[src/rtl/mips_pkg.sv]
// Shared MIPS decode definitions: opcodes, ALU operation classes and the
// main control bundle carried from ID into EX.
package mips_pkg;

   localparam logic [5:0] OP_RTYPE = 6'b000000;
   localparam logic [5:0] OP_LW    = 6'b100011;
   localparam logic [5:0] OP_SW    = 6'b101011;
   localparam logic [5:0] OP_BEQ   = 6'b000100;
   localparam logic [5:0] OP_ADDI  = 6'b001000;

   localparam logic [1:0] ALU_OP_ADD   = 2'b00;
   localparam logic [1:0] ALU_OP_SUB   = 2'b01;
   localparam logic [1:0] ALU_OP_FUNCT = 2'b10;

   typedef struct packed {
      logic       reg_write;
      logic       mem_read;
      logic       mem_write;
      logic       mem_to_reg;
      logic       reg_dst;
      logic       alu_src;
      logic       branch;
      logic [1:0] alu_op;
      logic       illegal;
   } ctrl_t;

endpackage

[src/rtl/id_ex_stage_main_decoder.sv]
// Main control decoder: opcode to control bundle, plus whether the
// instruction reads rt as a source operand.
module main_decoder
   import mips_pkg::*;
(
   input  logic [5:0] opcode,
   output ctrl_t      ctrl,
   output logic       uses_rt
);

   always_comb begin
      ctrl    = '0;
      uses_rt = 1'b0;
      case (opcode)
         OP_RTYPE: begin
            ctrl.reg_write = 1'b1;
            ctrl.reg_dst   = 1'b1;
            ctrl.alu_op    = ALU_OP_FUNCT;
            uses_rt        = 1'b1;
         end
         OP_LW: begin
            ctrl.reg_write  = 1'b1;
            ctrl.mem_read   = 1'b1;
            ctrl.mem_to_reg = 1'b1;
            ctrl.alu_src    = 1'b1;
            ctrl.alu_op     = ALU_OP_ADD;
         end
         OP_SW: begin
            ctrl.mem_write = 1'b1;
            ctrl.alu_src   = 1'b1;
            ctrl.alu_op    = ALU_OP_ADD;
            uses_rt        = 1'b1;
         end
         OP_BEQ: begin
            ctrl.branch = 1'b1;
            ctrl.alu_op = ALU_OP_SUB;
            uses_rt     = 1'b1;
         end
         OP_ADDI: begin
            ctrl.reg_write = 1'b1;
            ctrl.alu_src   = 1'b1;
            ctrl.alu_op    = ALU_OP_ADD;
         end
         default: ctrl.illegal = 1'b1;
      endcase
   end

endmodule

[src/rtl/id_ex_stage.sv]
// Decode back half and ID/EX pipeline register: operand bypass, $zero
// forcing, load-use hazard detection and stall/flush bubble insertion.
module id_ex_stage
   import mips_pkg::*;
#(
   parameter int STALL_CNT_W = 16
) (
   input  logic                   clk,
   input  logic                   rst,
   input  logic                   id_valid,
   input  logic [31:0]            id_instr,
   input  logic [31:0]            id_pc_plus4,
   output logic [4:0]             read_reg1,
   output logic [4:0]             read_reg2,
   input  logic [31:0]            rf_data1,
   input  logic [31:0]            rf_data2,
   input  logic                   wb_reg_write,
   input  logic [4:0]             wb_write_reg,
   input  logic [31:0]            wb_write_data,
   input  logic                   flush,
   output logic                   stall,
   output logic                   ex_valid,
   output logic                   ex_illegal,
   output logic [31:0]            ex_pc_plus4,
   output logic [31:0]            ex_rs_data,
   output logic [31:0]            ex_rt_data,
   output logic [31:0]            ex_imm,
   output logic [4:0]             ex_rs,
   output logic [4:0]             ex_rt,
   output logic [4:0]             ex_rd,
   output logic [4:0]             ex_shamt,
   output logic [5:0]             ex_funct,
   output logic                   ex_reg_write,
   output logic                   ex_mem_read,
   output logic                   ex_mem_write,
   output logic                   ex_mem_to_reg,
   output logic                   ex_reg_dst,
   output logic                   ex_alu_src,
   output logic                   ex_branch,
   output logic [1:0]             ex_alu_op,
   output logic [STALL_CNT_W-1:0] stall_count
);

   logic [4:0]  rs, rt;
   logic [31:0] rs_val, rt_val;
   ctrl_t       dec_ctrl, ld_ctrl;
   logic        uses_rt;

   assign rs        = id_instr[25:21];
   assign rt        = id_instr[20:16];
   assign read_reg1 = rs;
   assign read_reg2 = rt;

   main_decoder u_main_decoder (
      .opcode  (id_instr[31:26]),
      .ctrl    (dec_ctrl),
      .uses_rt (uses_rt)
   );

   // The register file does not protect $zero, so it is forced here ahead of the bypass.
   always_comb begin
      rs_val = rf_data1;
      if (rs == 5'd0)
         rs_val = '0;
      else if (wb_reg_write && wb_write_reg == rs)
         rs_val = wb_write_data;

      rt_val = rf_data2;
      if (rt == 5'd0)
         rt_val = '0;
      else if (wb_reg_write && wb_write_reg == rt)
         rt_val = wb_write_data;
   end

   assign ld_ctrl = id_valid ? dec_ctrl : '0;

   assign stall = id_valid && ex_valid && ex_mem_read && (ex_rt != 5'd0) &&
                  ((ex_rt == rs) || (uses_rt && ex_rt == rt)) && !flush;

   // Reset, flush and stall all load the same all-zero bubble image.
   always_ff @(posedge clk) begin
      if (!rst || flush || stall) begin
         ex_valid      <= 1'b0;
         ex_illegal    <= 1'b0;
         ex_reg_write  <= 1'b0;
         ex_mem_read   <= 1'b0;
         ex_mem_write  <= 1'b0;
         ex_mem_to_reg <= 1'b0;
         ex_reg_dst    <= 1'b0;
         ex_alu_src    <= 1'b0;
         ex_branch     <= 1'b0;
         ex_alu_op     <= '0;
         ex_pc_plus4   <= '0;
         ex_rs_data    <= '0;
         ex_rt_data    <= '0;
         ex_imm        <= '0;
         ex_rs         <= '0;
         ex_rt         <= '0;
         ex_rd         <= '0;
         ex_shamt      <= '0;
         ex_funct      <= '0;
      end else begin
         ex_valid      <= id_valid;
         ex_illegal    <= ld_ctrl.illegal;
         ex_reg_write  <= ld_ctrl.reg_write;
         ex_mem_read   <= ld_ctrl.mem_read;
         ex_mem_write  <= ld_ctrl.mem_write;
         ex_mem_to_reg <= ld_ctrl.mem_to_reg;
         ex_reg_dst    <= ld_ctrl.reg_dst;
         ex_alu_src    <= ld_ctrl.alu_src;
         ex_branch     <= ld_ctrl.branch;
         ex_alu_op     <= ld_ctrl.alu_op;
         ex_pc_plus4   <= id_pc_plus4;
         ex_rs_data    <= rs_val;
         ex_rt_data    <= rt_val;
         ex_imm        <= {{16{id_instr[15]}}, id_instr[15:0]};
         ex_rs         <= rs;
         ex_rt         <= rt;
         ex_rd         <= id_instr[15:11];
         ex_shamt      <= id_instr[10:6];
         ex_funct      <= id_instr[5:0];
      end
   end

   always_ff @(posedge clk) begin
      if (!rst)
         stall_count <= '0;
      else if (stall && stall_count != '1)
         stall_count <= stall_count + 1'b1;
   end

endmodule

[config.mk]
export PLATFORM = sky130hd
export DESIGN_NAME = id_ex_stage
export DESIGN_NICKNAME = d
export VERILOG_FILES = /design/src/rtl/mips_pkg.sv /design/src/rtl/id_ex_stage_main_decoder.sv /design/src/rtl/id_ex_stage.sv
export SDC_FILE = /design/constraint.sdc
export NUM_CORES = 1
export LEC_CHECK = 0
export CORE_MARGIN = 2
export CORE_UTILIZATION = 30
export CTS_BUF_LIST = sky130_fd_sc_hd__clkbuf_4 sky130_fd_sc_hd__clkbuf_8
export DETAILED_ROUTE_END_ITERATION = 10
export GPL_ROUTABILITY_DRIVEN = 0
export PLACE_DENSITY = 0.77
export SYNTH_ARGS = -nofsm -noshare
export SYNTH_HDL_FRONTEND = slang
export SYNTH_SLANG_ARGS = --single-unit
[constraint.sdc]
create_clock -name clk -period 2.3 [get_ports clk]
set_input_delay 0.23 -clock clk [delete_from_list [all_inputs] [get_ports clk]]
set_output_delay 0.23 -clock clk [all_outputs]
set_load 0.01 [all_outputs]
-- Word-level counts from Yosys, hierarchy flattened
Index checks and enable logic that the tools add are counted.
- bits in writable memories: 0
- output and inout port bits: 192
- register bits: 164
- memories kept: 0
- latch bits: 0
- input port bits: 170
- memory bits (read-only): 0
- div/mod/pow operators: 0
- bitwise gates (word level): 1
- shifts and indexed selects: 0
- $add $sub $neg: 1
- equality and inequality tests: 9
- multiplexer cells: 11
- multiply operators: 0
- reductions and logical operators: 25
- order comparisons: 0
- operators by type and width (operator ; number):
    32-bit two-way mux ; 2
    5-bit equality test ; 4
    16-bit by 1-bit adder with 16-bit output, second input constant ; 1
    16-bit != test, second input constant ; 1
    6-bit equality test, second input constant ; 2
    5-bit zero test ; 2
    1-bit logical AND ; 9
    3-bit OR reduction ; 3
    1-bit two-way mux ; 8
    6-bit by 3-bit equality test with 1-bit output, second input constant ; 1
    6-bit by 4-bit equality test with 1-bit output, second input constant ; 1
    6-bit zero test ; 1
    2-bit OR reduction ; 3
    5-bit nonzero test ; 1
    5-bit OR reduction ; 1
    2-bit one-hot mux with 2 select lines ; 1
    1-bit logical OR ; 3
    1-bit zero test ; 2
    1-bit NOT ; 1

-- Longest topological paths before layout
Gate-level depths: netlist of run 1.
- depth in word-level cells: 9
- mapped depth: 8
- depth with buffers taken out: 7

-- Hierarchy
From an unflattened synthesis of run 1, not the netlist that was laid out.
- cell total of the unflattened synthesis: 547
- area, all modules: 5741.8 µm²
- by module, submodules not included (module ; instances ; cells an instance ; area an instance (µm²)):
    id_ex_stage ; 1 ; 525 ; 5582.9
    main_decoder ; 1 ; 22 ; 158.9

-- Least setup slack after synthesis of run 1
Ideal clock, no wire load.
- kind: flip-flop to flip-flop
- from: register stall_count[0]
- to: register stall_count[14]
- setup slack: 0.470 ns
- clock period less this slack: 1.830 ns
- arrival time: 1.760 ns
- cell stages (with the launch flop): 7
- required time: 2.230 ns
- buffers on the path: 0
- cells stage by stage: dfxtp_1 ha_1 nand3_4 nand2b_1 or3_1 or3_1 a21oi_1
- longest elaborated chain between the ends: 2
- ends and longest elaborated chain (what ; RTL line ; source):
    start, declared ; id_ex_stage.sv:41 ; output logic [STALL_CNT_W-1:0] stall_count
    start signal, assigned ; id_ex_stage.sv:129 ; stall_count <= stall_count + 1'b1;
    branches (longest 2 deep; another with 16-bit by 1-bit adder with 16-bit output) ; -- ;
Parallel ways; which one is timed is not known.
A chain may end at the register's enable or synchronous reset.

-- Final worst setup path of run 1
- from: register ex_rt[0]
- to: register stall_count[0]
- longest elaborated chain between the ends: 6
- ends and longest elaborated chain (what ; RTL line ; source):
    start, declared ; id_ex_stage.sv:29 ; output logic [4:0] ex_rt,
    start signal, assigned ; id_ex_stage.sv:118 ; ex_rt <= rt;
    5-bit equality test ; id_ex_stage.sv:78 ; ((ex_rt == rs) || (uses_rt && ex_rt == rt)) && !flush;
    1-bit logical AND ; id_ex_stage.sv:78 ;
    1-bit logical OR ; id_ex_stage.sv:78 ;
    1-bit logical AND (*) ; id_ex_stage.sv:77 ; assign stall = id_valid && ex_valid && ex_mem_read && (ex_rt != 5'd0) &&
    1-bit logical AND (*) ; id_ex_stage.sv:78 ;
    1-bit logical AND (*) ; id_ex_stage.sv:128 ; else if (stall && stall_count != '1)
Every way passes the cells marked *; elsewhere a longest branch is shown, timed or not.

==> impl_metrics.yaml, run 1 <==
routing:
  drt_wl_total_microns: 19100
  dr.pass1.iters: 4
  dr_wl_met3_microns: 1810
  drcViolationCount: 0
  avgViaCountPerCell: 4.44
  via_count: 5093
  wl_met1_microns: 7390
  dr_wl_met2_microns: 9630
  ant_nets: 0
  wire_per_inst_microns: 16.6
  dr.max_layer_used: "met4"
  first_iter_violations: 171
setup_path:
  cp_data_required_time_ns: 2.68
  r2r_cells: 9
  reg2reg_slack_ns: 0.11
  startpoint: "ex_rt[0]"
  cp-endpoint: "stall_count[0]"
  crit_arrival_ns: 2.57
  worstSetupPathType: "flop to flop"
  start_kind: "flop"
  crit_path_end_kind: "flop"
  reg2reg_to: "stall_count[0]"
  path_max_fanout: 7
  r2r_start: "ex_rt[0]"
logic_synthesis:
  syn_inst: 548
  synth_cell_types: 48
  yosysSeqAreaShare_pct: 51.9
  synth_top_area_cell: "dfxtp_1"
  ys_ff_latch: 147
  synthesis.area_sq_um: 5670
  yosys-top-cells-count: "147 x dfxtp_1, 76 x nor2_1, 72 x mux2i_1, 58 x and2_1, 44 x buf_4"
  yosys.area.top_type_share_pct: 51.9
  syn-num-nets: 719
  synthArstFlopShare_pct: 0
  postSynthAreaPerCell_sq_um: 10.3
  synth.most_common_cell: "dfxtp_1"
  synth-edff-count: 0
  yosys_warnings: 0
  synthTopCellsByArea: "dfxtp_1 52%, mux2i_1 13%, and2_1 6.4%"
  ys.flop_type: "dfxtp_1"
clock_tree:
  clk_latency_ns: 0.46
  clockBufferDepth: 2
  postCtsHoldBufs: 0
  cts_tree: "done"
  clock-root-buffer: "clkbuf_8"
  path_clk_slew_ns: 0.09
  cts_buffers: 17
  cts_sinks: 147
  h-tree-depth: 4
finish:
  n_antenna_cell: 0
  areaGrowthSynthToFinish_pct: 75.6
  multi_input_area_sq_um: 2290
  fin_area_sq_um: 9960
  drive_gt1_share_pct: 11.1
  regArea_sq_um: 2940
  finalNetCount: 1070
  reg_top3: "ex_pc_plus4 x32, ex_rs_data x32, ex_rt_data x32"
  fill_cells: 1660
global_route:
  grt_max_degree: 42
  antenna_found_initial: 0
  grt_overflow: 0
  grt_pass1_vias: 4943
  grt_pass1_wl_microns: 28200
  grt_usage_pct: 18.5
timing:
  period_minus_slack_ns: 2.19
  fin_skew_ns: 0.0162
  hold_viol: 0
  slew_headroom_pct: 68.5
  timing.hold.ws_ns: 0.325
  fin_ws_ns: 0.110
  drv_slew: 0
  fmax_mhz: 457
  finalCritPeriodShare_pct: 95.2
  tightest_slew_ns: 0.472
  finalSetupViolCount: 0
placement:
  pre_cts_slack_ns: -0.381
  placed_area_sq_um: 9480
  io_buffers: 361
  detailed_place_hpwl_microns: 14900
die:
  fp.dieArea_sq_um: 20000
  initial_core_util_pct: 30.4
  rows: 50
  die-width_microns: 141
  core-area_sq_um: 18600
  fp.dieH_microns: 141
  io_pins: 362
flow_run:
  maxCapViolCount: 0
hold_path:
  worstHoldPathType: "input port to flop"
outcome:
  status: "completed"
pwr:
  finalPower_mw: 5.57
  ir_worst_vdd_v: 0.000328
  power.density_nw_per_um2: 559
  p_leak_nw: 3.69
==> worst min-delay path by stage <==
stage / startpoint / endpoint / slack, ns / cells after the start
6_report: id_pc_plus4[0] / ex_pc_plus4[0] / 0.32 / 2
5_1_grt: id_pc_plus4[17] / ex_pc_plus4[17] / 0.31 / 2
4_1_cts: id_instr[14] / ex_imm[14] / 0.29 / 2
3_5_place_dp: stall_count[3] / stall_count[3] / 0.50 / 2
3_3_place_gp: stall_count[3] / stall_count[3] / 0.49 / 2
2_1_floorplan: id_instr[30] / ex_illegal / 0.35 / 2
==> worst max-delay path, cell delays in order, from the launching register on <==
cell and delay, ns:
dfxtp_2 0.34, xor2_1 0.14, nor4_2 0.38, buf_4 0.17
nand4_1 0.09, and2_4 0.21, buf_6 0.13, buf_4 0.15
or3_1 0.35, a21oi_1 0.15
==> report_power, final <==
part | internal (mW) | switching, mW | total, mW
logic | 0.571 | 0.318 | 0.889
registers | 2.63 | 0.0311 | 2.66
clock network | 0.946 | 1.07 | 2.01
total | 4.15 | 1.42 | 5.57
==> repair_timing <==
action | CTS | global route
setup endpoints to repair | 1 | 8
gates cloned | 0 | 0
resized for setup | 5 | 15
pin swaps | 2 | 7
setup buffers | 1 | 0
==> per-stage QoR <==
stage                     instances  TNS (ns)  utilization (%)
final                          1146         0             53.4
after global routing           1146  -0.00694             53.4
after CTS                      1146         0             53.0
after detailed placement       1113    -29.00             50.9
after global placement         1113    -32.24             50.9
after floorplan                 548         0                -
==> metal layers <==
layer | track usage [%] | vias to the layer above
li1 | - | 2480
met1 | 20.7 | 2352
met2 | 32.5 | 245
met3 | 7.26 | 16
met4 | 5.58 | 0
met5 | 0 | -
==> layout make-up <==
class	instances	share of cell area [%]
clock buffers	20	2.70
inverters	5	0.214
flip-flops and latches	147	29.6
clock inverters	12	1.22
well taps	234	2.94
multi-input cells	325	23.0
repair buffers	403	40.4
==> kinds of logic (layout without fill, tap and decap cells) <==
kind of cell	after synthesis	in the layout	synth area share, %
simple gates	206	206	19.5
compound gates	26	26	3.49
flops	147	147	51.9
mux	72	72	12.7
buf+inv	76	440	9.07
xor+xnor	20	20	3.09
fa+ha+maj	1	1	0.221
==> placed cells by master (no fill, tap or decap), drive strengths merged, types with 3 or more instances in the layout <==
| cell type | n |
|---|---|
| clkbuf | 20 |
| clkinv | 3 |
| mux2i | 72 |
| and4 | 3 |
| o21ai | 6 |
| nor4 | 5 |
| or3 | 4 |
| or4 | 4 |
| nand3 | 7 |
| xor2 | 16 |
| nor2 | 76 |
| nand2 | 16 |
| nand2b | 8 |
| a21oi | 9 |
| and2 | 59 |
| dfxtp | 147 |
| o41ai | 3 |
| and3 | 4 |
| clkdlybuf4s50 | 360 |
| clkinvlp | 3 |
| nand4 | 4 |
| xnor2 | 4 |
| nor3 | 10 |
| inv | 10 |
| buf | 43 |
Power figures use the tool's default switching activity.
==> run 2: changes to the inputs <==
- CORE_MARGIN: 2 -> default
==> run 2 against run 1 <==
Clock-buffer cell count grew 1; die area shrank 2.8%; cell count decreased by 1.5%; setup slack gained 0.024 ns; register-to-register slack better by 0.17 ns; maximum frequency is 1.1% higher; combinational power fell by 2.4%; global-route usage down 0.10 points; flip-flop and latch count did not move; worst hold slack improved by 0.017 ns; via count shrank 1.2%; critical endpoint is now stall; largest cell class unchanged.
==> impl_metrics.yaml, run 2 (synthesis gave the netlist of run 1 again) <==
outcome:
  status: "completed"
routing:
  avgViaCountPerCell: 4.46
  via_count: 5032
  wire_per_inst_microns: 16.0
  drt_wl_total_microns: 18000
  drcViolationCount: 0
  first_iter_violations: 175
  dr.pass1.iters: 4
  ant_nets: 0
timing:
  period_minus_slack_ns: 2.17
  tightest_slew_ns: 0.589
  rsz0062_at_grt: "no"
  finalSetupViolCount: 0
  finalCritPeriodShare_pct: 94.2
  setup_tns_ns: 0
  hold_viol: 0
  slew_headroom_pct: 60.5
  fin_skew_ns: 0.00918
  fmax_mhz: 462
  fin_ws_ns: 0.134
  drv_slew: 0
clock_tree:
  clk_latency_ns: 0.44
  cts_setup_buffers: 0
  postCtsHoldBufs: 0
  clock-root-buffer: "clkbuf_8"
  path_clk_slew_ns: 0.08
  cts_sinks: 147
  cts_buffers: 17
  clockBufferDepth: 2
  cts_resized: 3
  cts_tree: "done"
  h-tree-depth: 4
finish:
  areaGrowthSynthToFinish_pct: 72.9
  drive_gt1_share_pct: 9.00
  reg_top3: "ex_pc_plus4 x32, ex_rs_data x32, ex_rt_data x32"
  n_antenna_cell: 0
  most-common-layout-cells: "360 x clkdlybuf4s50_1, 145 x dfxtp_1, 76 x nor2_1"
  finalNetCount: 1058
  multi_input_area_sq_um: 2220
  fill_cells: 1582
  mostFrequentLayoutCell: "clkdlybuf4s50_1"
  final_util_pct: 53.7
  regArea_sq_um: 2950
setup_path:
  cp_top_family: "simple AND/OR/NAND/NOR gates"
  crit_chain: "xor2_1 -> nor4_1 -> nand4_1 -> and2_4 -> inv_2 -> dlygate4sd2_1"
  start_kind: "flop"
  crit_path_top_delay_cell: "dfxtp_2"
  cp_data_required_time_ns: 2.07
  worstSetupPathType: "flop to output port"
  crit_arrival_ns: 1.94
  max_stage_delay_ns: 0.35
  crit_path_end_kind: "output port"
  path_max_fanout: 10
  cp_num_buf_inv: 2
pwr:
  power.density_nw_per_um2: 582
  p_leak_nw: 3.61
  finalPower_mw: 5.71
  ir_worst_vdd_v: 0.000287
flow_run:
  maxCapViolCount: 0
die:
  die-width_microns: 139
  rows: 49
  initial_core_util_pct: 31.0
  fp.dieH_microns: 139
  core-area_sq_um: 18300
  fp.dieArea_sq_um: 19500
  io_pins: 362
global_route:
  antenna_found_initial: 0
  grt_use_met3_pct: 7.43
  grt_pass1_wl_microns: 27100
  grt_usage_pct: 18.4
  grt_max_degree: 48
  grtUsageMet1_pct: 18.5
  grt_pass1_vias: 5013
  busiest_layer: "met2"
  grt_overflow: 0
  grt_util_met2_pct: 33.1
placement:
  io_buffers: 361
  pre_cts_slack_ns: -0.0899
  detailed_place_hpwl_microns: 14100
hold_path:
  worstHoldPathType: "input port to flop"
[run 2: report_power, final]
part	switching (mW)	total (mW)	internal (mW)	leakage, nW
Combinational	0.304	0.868	0.564	2.20
Sequential	0.0342	2.67	2.63	1.20
Clock	1.01	2.17	1.16	0.202
Total	1.35	5.71	4.36	3.61
[run 2: metrics by stage]
stage | hold WS, ns | instance area [sq um] | instances
3_3_place_gp | 0.481 | 9380 | 1097
3_5_place_dp | 0.495 | 9380 | 1097
4_1_cts | 0.292 | 9810 | 1129
2_1_floorplan | 0.347 | 5670 | 548
6_report | 0.342 | 9810 | 1129
5_1_grt | 0.292 | 9810 | 1129
[run 2: final timing paths]
check,from,endpoint,slack (ns),cells past startpoint
hold reg to reg,stall_count[3],stall_count[3],0.50,2
setup / recovery,ex_rt[0],stall,0.13,6
hold / removal,id_pc_plus4[18],ex_pc_plus4[18],0.34,2
setup reg to reg,stall_count[0],stall_count[7],0.28,6
[run 2: area by class of cell]
class / instances / share of cell area (%)
Inverter: 5 / 0.191
Clock inverter: 11 / 1.53
Tap cell: 229 / 2.92
Multi-Input combinational cell: 325 / 22.6
Clock buffer: 21 / 2.82
Sequential cell: 147 / 30.0
Timing Repair Buffer: 391 / 39.9
[run 2: routing by layer]
metal / share of wire [%] / wire length [microns] / up-vias
li1: - / - / 2454
met1: 37 / 6730 / 2291
met2: 50 / 9100 / 253
met3: 9.3 / 1670 / 34
met4: 3.0 / 532 / 0
met5: 0 / 0 / -
